### src/rtl/mbx_quad_fill.sv
// Quadword fill controller for the MB0..MB3 memory buffer: steers arriving
// memory words into their MB word, tracks validity and drains in wrap order.
module mbx_quad_fill #(
    parameter int unsigned MEM_TIMEOUT = 64,
    parameter int unsigned TO_W        = 7
) (
    input  logic       clk,
    input  logic       rst_n,
    input  logic       start,
    input  logic [1:0] start_word,
    input  logic       mem_word_valid,
    input  logic [1:0] mem_word_num,
    output logic [3:0] mb_hold,
    output logic [2:0] mb_in_sel,
    output logic [1:0] mb_sel_en,
    output logic       mb_sel_hold,
    output logic       nxm_any,
    output logic       out_valid,
    output logic [1:0] out_word,
    input  logic       out_ack,
    output logic       busy,
    output logic       done,
    output logic       dup_err
);

    localparam int unsigned NWORDS = 4;
    localparam logic [2:0]  IN_SEL_MEM = 3'b100;

    typedef enum logic [1:0] {
        S_IDLE = 2'd0,
        S_BUSY = 2'd1,
        S_NXM  = 2'd2
    } state_t;

    state_t            r_state;
    state_t            w_next;
    logic [NWORDS-1:0] r_valid;
    logic [1:0]        r_ptr;
    logic [1:0]        r_ack_cnt;
    logic [TO_W-1:0]   r_to;
    logic              r_settled;
    logic              r_nxm;
    logic              r_dup;
    logic              r_done;

    logic w_start;
    logic w_out_valid;
    logic w_acc;
    logic w_timeout;

    assign w_start     = start && (r_state != S_BUSY);
    assign w_out_valid = (r_state == S_BUSY) && r_valid[r_ptr] && r_settled;
    assign w_acc       = w_out_valid && out_ack;
    assign w_timeout   = (r_state == S_BUSY) && (r_valid != 4'hF) && !mem_word_valid
                         && (r_to == TO_W'(MEM_TIMEOUT - 1));

    // State register
    always_ff @(posedge clk) begin
        if (!rst_n) begin
            r_state <= S_IDLE;
        end else begin
            r_state <= w_next;
        end
    end

    // Next-state logic
    always_comb begin
        w_next = r_state;
        case (r_state)
            S_IDLE, S_NXM: begin
                if (start) begin
                    w_next = S_BUSY;
                end
            end
            S_BUSY: begin
                if (w_acc && (r_ack_cnt == 2'd3)) begin
                    w_next = S_IDLE;
                end else if (w_timeout) begin
                    w_next = S_NXM;
                end
            end
            default: w_next = S_IDLE;
        endcase
    end

    // Outputs; held inactive while reset is asserted so no MB word loads at the reset edge
    always_comb begin
        mb_hold     = 4'hF;
        mb_in_sel   = 3'b000;
        mb_sel_en   = 2'b00;
        mb_sel_hold = 1'b1;
        out_valid   = 1'b0;
        busy        = (r_state == S_BUSY);
        out_word    = r_ptr;
        nxm_any     = r_nxm;
        dup_err     = r_dup;
        done        = r_done;
        if (rst_n) begin
            case (r_state)
                S_IDLE, S_NXM: begin
                    if (start) begin
                        mb_sel_hold = 1'b0;
                        mb_sel_en   = start_word;
                    end
                end
                S_BUSY: begin
                    mb_in_sel = IN_SEL_MEM;
                    out_valid = w_out_valid;
                    for (int n = 0; n < NWORDS; n++) begin
                        mb_hold[n] = !(mem_word_valid && (mem_word_num == 2'(n)));
                    end
                    if (w_acc) begin
                        mb_sel_hold = 1'b0;
                        mb_sel_en   = r_ptr + 2'd1;
                    end
                end
                default: ;
            endcase
        end
    end

    // Fill tracking, drain pointer and timeout
    always_ff @(posedge clk) begin
        if (!rst_n) begin
            r_valid   <= '0;
            r_ptr     <= '0;
            r_ack_cnt <= '0;
            r_to      <= '0;
            r_settled <= 1'b1;
            r_nxm     <= 1'b0;
            r_dup     <= 1'b0;
            r_done    <= 1'b0;
        end else begin
            r_done    <= 1'b0;
            r_settled <= 1'b1;
            if (w_start) begin
                r_valid   <= '0;
                r_ack_cnt <= '0;
                r_to      <= '0;
                r_dup     <= 1'b0;
                r_nxm     <= 1'b0;
                r_ptr     <= start_word;
                r_settled <= 1'b0;
            end else if (r_state == S_BUSY) begin
                if (mem_word_valid) begin
                    if (r_valid[mem_word_num]) begin
                        r_dup <= 1'b1;
                    end
                    r_valid[mem_word_num] <= 1'b1;
                    r_to                  <= '0;
                end else if (r_valid != 4'hF) begin
                    r_to <= r_to + TO_W'(1);
                end
                if (w_acc) begin
                    r_ptr     <= r_ptr + 2'd1;
                    r_settled <= 1'b0;
                    r_ack_cnt <= r_ack_cnt + 2'd1;
                    if (r_ack_cnt == 2'd3) begin
                        r_done <= 1'b1;
                    end
                end
                if (w_timeout) begin
                    r_nxm <= 1'b1;
                end
            end
        end
    end

endmodule

### config.mk
export PLATFORM = sky130hd
export DESIGN_NAME = mbx_quad_fill
export DESIGN_NICKNAME = d
export VERILOG_FILES = /design/src/rtl/mbx_quad_fill.sv
export SDC_FILE = /design/constraint.sdc
export NUM_CORES = 1
export LEC_CHECK = 0
export BUFFER_PORTS_ARGS = -buffer_cell sky130_fd_sc_hd__buf_4
export CAP_MARGIN = 20
export CORE_ASPECT_RATIO = 2
export CORE_UTILIZATION = 31
export DETAILED_ROUTE_END_ITERATION = 7
export PLACE_DENSITY = 0.6
export REMOVE_ABC_BUFFERS = 1
export SETUP_SLACK_MARGIN = 0.1
export SYNTH_ARGS = -nofsm -noshare
export SYNTH_HDL_FRONTEND = slang
export SYNTH_SLANG_ARGS = --single-unit
### constraint.sdc
create_clock -name clk -period 1.8 [get_ports clk]
set_input_delay 0.45 -clock clk [delete_from_list [all_inputs] [get_ports clk]]
set_output_delay 0.45 -clock clk [all_outputs]
set_load 0.02 [all_outputs]
* Word level (Yosys, flattened, before mapping)
Cells that the tools add are included.
Widths: inputs -> output; s select.
** Storage, ports and cells
- Memory bits (writable) :: 0
- Register bits after elaboration :: 21
- Memories kept :: 0
- Word-level logic and storage cells :: 95
- Input bits :: 9
- Memory bits (read-only) :: 0
- Latch bits :: 0
** Cells by class
- $mul :: 0
- Divide/modulo/power cells :: 0
- Shift operators :: 0
- $lt $le $gt $ge :: 3
- Bitwise gates (word level) :: 4
- $add $sub $neg :: 3
- Reductions and logical operators :: 33
- Equal/unequal tests :: 11
- Mux-type cells :: 32
** Operators with widths (number)
- $mux 2 :: 9
- $mux 7 :: 2
- $logic_and 1x1->1 :: 13
- $reduce_and 2->1 :: 6
- $mux 1 :: 11
- $eq 2x2->1 const B :: 4
- $mux 4 :: 2
- $pmux 2 s2 :: 2
- $add 7x1->7 const B :: 1
- $eq 7x6->1 const B :: 1
- $lt 2x3->1 const B :: 2
- $mux 3 :: 2
- $reduce_bool 2->1 :: 3
- $logic_not 1->1 :: 5
- $add 2x1->2 const B :: 2
- $bmux 1 s2 :: 2
- $eq 2x1->1 const B :: 2
- $logic_not 2->1 :: 2
- $ne 4x4->1 const B :: 1
- $or 4x4->4 :: 1
- $reduce_or 2->1 :: 2
- $reduce_or 4->1 :: 1
- $ne 3x1->1 const B :: 1
- $not 1->1 :: 3
- other kinds (6) :: 6

* Logic depth before layout (Yosys ltp)
- Depth after elaboration :: 8
- Mapped depth :: 7

* Worst setup path before layout
Ideal clock, no wire load.
- Kind :: register to output
- Start point :: register r_ptr[1] (netlist: out_word[1])
- End point :: output mb_sel_en[1]
- Stages on the path, launching flop included :: 6
- Data required time :: 1350 ps
- Slack :: -279 ps
- Arrival time :: 1629 ps
- Path through :: dfxtp_1 > buf_2 > mux2i_1 > o22ai_2 > nand2_1 > o31ai_1
** On the way
- Longest elaborated chain between the ends :: 8
- Elaborated cells between the ends (all ways) :: 9
- Those cells by class :: add/sub (1); mux (5); reduce/logical (3)
** Ends and longest elaborated chain
- start, declared :: RTL line 38 : logic [1:0] r_ptr;
- start signal, assigned :: RTL line 142 : r_ptr <= start_word;
- start signal, assigned :: RTL line 155 : r_ptr <= r_ptr + 2'd1;
- $bmux 1 s2 :: RTL line 52 : assign w_out_valid = (r_state == S_BUSY) && r_valid[r_ptr] && r_settled;
- $mux 1 (not written as such) :: RTL line 52
- $logic_and 1x1->1 (2 in series) :: RTL line 52
- $logic_and 1x1->1 :: RTL line 53 : assign w_acc = w_out_valid && out_ack;
- $mux 2 * :: RTL line 112 : if (w_acc) begin
- $pmux 2 s2 * :: RTL line 99 : case (r_state)
- $mux 2 * :: RTL line 98 : if (rst_n) begin
- end, declared :: RTL line 15 : output logic [1:0] mb_sel_en,
Every way passes the cells marked *; elsewhere a longest branch is shown, timed or not. The select of a mux whose other input is x is not followed.

* Worst setup path in the final report
Ends and elaborated chain as after synthesis.

==> flow_results.xml <==
<?xml version="1.0" encoding="UTF-8"?>
<metrics>
  <group name="placed_design">
    <metric name="place.port_buffers" unit="">23</metric>
    <metric name="dp.cells" unit="">209</metric>
    <metric name="dp_hpwl" unit="mm">2.26</metric>
    <metric name="placed_cell_area" unit="um2">1400</metric>
    <metric name="globalplace.congestion" unit="">0.875</metric>
  </group>
  <group name="route">
    <metric name="totalWireLength" unit="mm">2.97</metric>
    <metric name="count_of_vias_placed_by_the_detailed_router" unit="">1136</metric>
    <metric name="route.detailed.wl_per_inst" unit="um">13.8</metric>
    <metric name="drt_pre_antenna_iters" unit="">4</metric>
    <metric name="first_iter_violations" unit="">33</metric>
    <metric name="drt.antenna.violating_nets" unit="">0</metric>
    <metric name="drc" unit="">0</metric>
    <metric name="post_drt_via_cell_ratio" unit="">5.26</metric>
  </group>
  <group name="synth">
    <metric name="synth_enable_flop_cells" unit="">0</metric>
    <metric name="avgSynthCellArea" unit="um2">8.45</metric>
    <metric name="number_of_standard_cells_after_synthesis" unit="">133</metric>
    <metric name="ffs_w_async_s_r_synth" unit="%">0</metric>
    <metric name="netlist_area" unit="um2">1120</metric>
    <metric name="synth-warning-count" unit="">0</metric>
    <metric name="synth.yosys.seq_area_share" unit="%">37.4</metric>
    <metric name="postSynthRegisterBits" unit="">21</metric>
    <metric name="synth.lib_cells_used.distinct" unit="">43</metric>
    <metric name="most_instantiated_flip_flop_cell_in_the_synthesis_netlist" unit="">sky130_fd_sc_hd__dfxtp_1</metric>
  </group>
  <group name="worst_hold_path">
    <metric name="worst_hold_startpoint" unit="">nxm_any</metric>
    <metric name="hold_depth" unit="">2</metric>
    <metric name="min_delay_worst_endpoint" unit="">nxm_any</metric>
    <metric name="timing.hold.worst.class" unit="">reg2reg</metric>
  </group>
  <group name="critical_path">
    <metric name="r2r_slack" unit="ns">0.31</metric>
    <metric name="rr_endpoint" unit="">r_state[0]</metric>
    <metric name="crit_path_top_delay_cell" unit="">sky130_fd_sc_hd__dfxtp_4</metric>
    <metric name="critical_path.cell_chain" unit="">mux2i_2 -&gt; o22ai_2 -&gt; nand2_1 -&gt; o31ai_1 -&gt; buf_4</metric>
    <metric name="path_max_fanout" unit="">4</metric>
    <metric name="critPathLaunchType" unit="">flop</metric>
    <metric name="worstRegToRegCells" unit="">5</metric>
    <metric name="worstSetupPathDepth" unit="">5</metric>
    <metric name="type_of_destination_of_the_critical_path" unit="">output port</metric>
    <metric name="delay_contributed_by_the_slowest_stage_of_the_critical_path" unit="ns">0.37</metric>
    <metric name="worst-endpoint-required" unit="ns">1.35</metric>
    <metric name="worst-endpoint-arrival" unit="ns">1.52</metric>
    <metric name="critical_path_class" unit="">reg2out</metric>
    <metric name="timing.rr.start" unit="">r_to[0]</metric>
    <metric name="critPathBufInv" unit="">1</metric>
    <metric name="critPathTopFamily" unit="">compound AO/OA/AOI/OAI gates</metric>
  </group>
  <group name="cts">
    <metric name="cts.path.max_buffers" unit="">2</metric>
    <metric name="clock_insertion_delay_worst_skew" unit="ns">0.26</metric>
    <metric name="post_cts_hold_buffer_count" unit="">0</metric>
    <metric name="ctsRootBufferMaster" unit="">sky130_fd_sc_hd__clkbuf_8</metric>
    <metric name="clk_pin_slew_worst_paths" unit="ns">0.07</metric>
    <metric name="cts-htree-levels" unit="">1</metric>
    <metric name="cts_tree" unit="">built</metric>
    <metric name="number_of_buffers_created_by_cts" unit="">3</metric>
    <metric name="numClockSinks" unit="">21</metric>
  </group>
  <group name="global_routing">
    <metric name="grt_antenna_before_repair" unit="">0</metric>
    <metric name="remaining_overflow_grt" unit="">0</metric>
    <metric name="grt_first_pass_wirelength" unit="mm">4.93</metric>
    <metric name="via_count_of_the_first_global_routing_pass" unit="">1146</metric>
    <metric name="grt.total_usage" unit="%">16.8</metric>
    <metric name="pin_count_of_the_biggest_net_entering_global_routing" unit="">16</metric>
  </group>
  <group name="sta">
    <metric name="setup_violations" unit="">4</metric>
    <metric name="fin_skew" unit="ns">0.00362</metric>
    <metric name="achievable-frequency" unit="GHz">0.507</metric>
    <metric name="setup_repair_after_global_routing_missed_its_margin" unit="">true</metric>
    <metric name="finalSetupTns" unit="ns">-0.535</metric>
    <metric name="finalHoldViolations" unit="">0</metric>
    <metric name="final_critical_path_setup_slack" unit="ns">-0.172</metric>
    <metric name="final_worst_path_cycle_share" unit="%">110</metric>
    <metric name="finalMaxSlewViolations" unit="">0</metric>
    <metric name="period_needed" unit="ns">1.97</metric>
  </group>
  <group name="final_layout">
    <metric name="layout-drive-gt1-share" unit="%">38.1</metric>
    <metric name="mostFrequentLayoutCells" unit="">sky130_fd_sc_hd__buf_4 (31), sky130_fd_sc_hd__nand2_1 (13), sky130_fd_sc_hd__dfxtp_1 (12), sky130_fd_sc_hd__nor2_1 (10), sky130_fd_sc_hd__nor3_1 (10)</metric>
    <metric name="leading_cell_type_in_the_layout_fill_and_taps_excluded" unit="">sky130_fd_sc_hd__buf_4</metric>
    <metric name="final_util" unit="%">45.2</metric>
    <metric name="antenna-diode-count" unit="">0</metric>
    <metric name="synthToLayoutAreaGrowth" unit="%">37.5</metric>
    <metric name="nNetsFinal" unit="">180</metric>
    <metric name="final_design_area_no_fill" unit="um2">1550</metric>
    <metric name="final_cell_count_no_fill" unit="">216</metric>
  </group>
  <group name="die">
    <metric name="num_io_pins" unit="">26</metric>
    <metric name="die_w" unit="um">44.6</metric>
    <metric name="chipHeight" unit="um">87.1</metric>
    <metric name="initial_utilization" unit="%">32.9</metric>
    <metric name="die_area" unit="um2">3880</metric>
    <metric name="num_rows" unit="">30</metric>
    <metric name="placeableCoreArea" unit="um2">3420</metric>
  </group>
  <group name="power">
    <metric name="power_leakage" unit="nW">0.604</metric>
    <metric name="ir_drop" unit="mV">0.424</metric>
    <metric name="power.density_cell_area" unit="nW/um2">656</metric>
  </group>
  <group name="outcome">
    <metric name="run_status" unit="">finished, violations left</metric>
    <metric name="failed_checks" unit="">setup timing</metric>
  </group>
  <group name="run">
    <metric name="drv_cap" unit="">0</metric>
  </group>
</metrics>
[stage by stage]
stage          worst slack, ns  power [mW]  hold slack [ns]
3_3_place_gp            0.0630       0.693            0.438
2_1_floorplan           -0.260       0.602            0.432
3_5_place_dp          -0.00593       0.696            0.453
6_report                -0.172        1.01            0.458
4_1_cts                 -0.160        1.01            0.465
5_1_grt                 -0.242        1.06            0.481
[worst max-delay path by stage]
| stage | from | to | slack [ns] |
|---|---|---|---|
| floorplan | out_word[1] | mb_sel_en[1] | -0.26 |
| global placement | out_word[1] | mb_sel_hold | 0.06 |
| detailed placement | out_word[1] | mb_sel_hold | -0.006 |
| CTS | out_word[1] | mb_sel_hold | -0.16 |
| global route | out_word[1] | mb_sel_hold | -0.24 |
| finish | out_word[1] | mb_sel_en[1] | -0.17 |
[sequential cells by signal, summed over array words and instances (netlist names)]
name and flops:
done 1, dup_err 1, nxm_any 1, out_word 2, r_ack_cnt 2, r_settled 1
r_state 2, r_to 7, r_valid 4
[per-layer routing]
layer | up-vias | share of wire (%) | routed length, um | global-route usage (%)
met1 | 546 | 36 | 1080 | 17.9
met2 | 29 | 56 | 1680 | 29.1
met3 | 12 | 3.3 | 99 | 2.49
met4 | 0 | 4.0 | 119 | 10.7
met5 | - | 0 | 0 | 0
li1 | 549 | - | - | -
[worst min-delay path, cell delays in order (launching register included)]
cell	delay, ns
sky130_fd_sc_hd__dfxtp_1	0.31
sky130_fd_sc_hd__inv_1	0.05
sky130_fd_sc_hd__a21oi_1	0.05
[area by class of cell]
cell class / count / area (um2)
repair buffers: 37 / 300
multi-input cells: 103 / 682
clock buffers: 4 / 45.0
inverters: 3 / 23.8
fillers: 330 / 1870
well taps: 48 / 60.1
flip-flops and latches: 21 / 434
[power by group]
| part | switching (mW) | internal, mW |
|---|---|---|
| clock | 0.147 | 0.158 |
| sequential | 0.0144 | 0.478 |
| combinational | 0.120 | 0.0960 |
[timing repair]
item	in CTS	in global routing
setup endpoints to repair	9	9
setup buffers	3	0
pin swaps	0	1
resized for setup	13	15
[cell families after synthesis]
kind of cell | Yosys count | synth area share (%)
buf+inv | 10 | 6.01
compound gates | 25 | 15.0
fa+ha+maj | 2 | 2.23
other cells | 1 | 0.334
flops | 21 | 37.4
mux | 3 | 3.79
simple gates | 67 | 32.1
xor+xnor | 4 | 3.12
[Yosys cell counts (3+ instances only)]
cell type	instances	area, um2
sky130_fd_sc_hd__a21oi_1	8	40.0
sky130_fd_sc_hd__and2_1	7	43.8
sky130_fd_sc_hd__and3_1	3	18.8
sky130_fd_sc_hd__dfxtp_1	21	420
sky130_fd_sc_hd__nand2_1	13	48.8
sky130_fd_sc_hd__nand2b_1	3	18.8
sky130_fd_sc_hd__nand3_1	9	45.0
sky130_fd_sc_hd__nand4_1	3	18.8
sky130_fd_sc_hd__nor2_1	10	37.5
sky130_fd_sc_hd__nor3_1	10	50.1
sky130_fd_sc_hd__o21ai_1	3	15.0
sky130_fd_sc_hd__xnor2_1	3	26.3
Power figures use the tool's default switching activity.
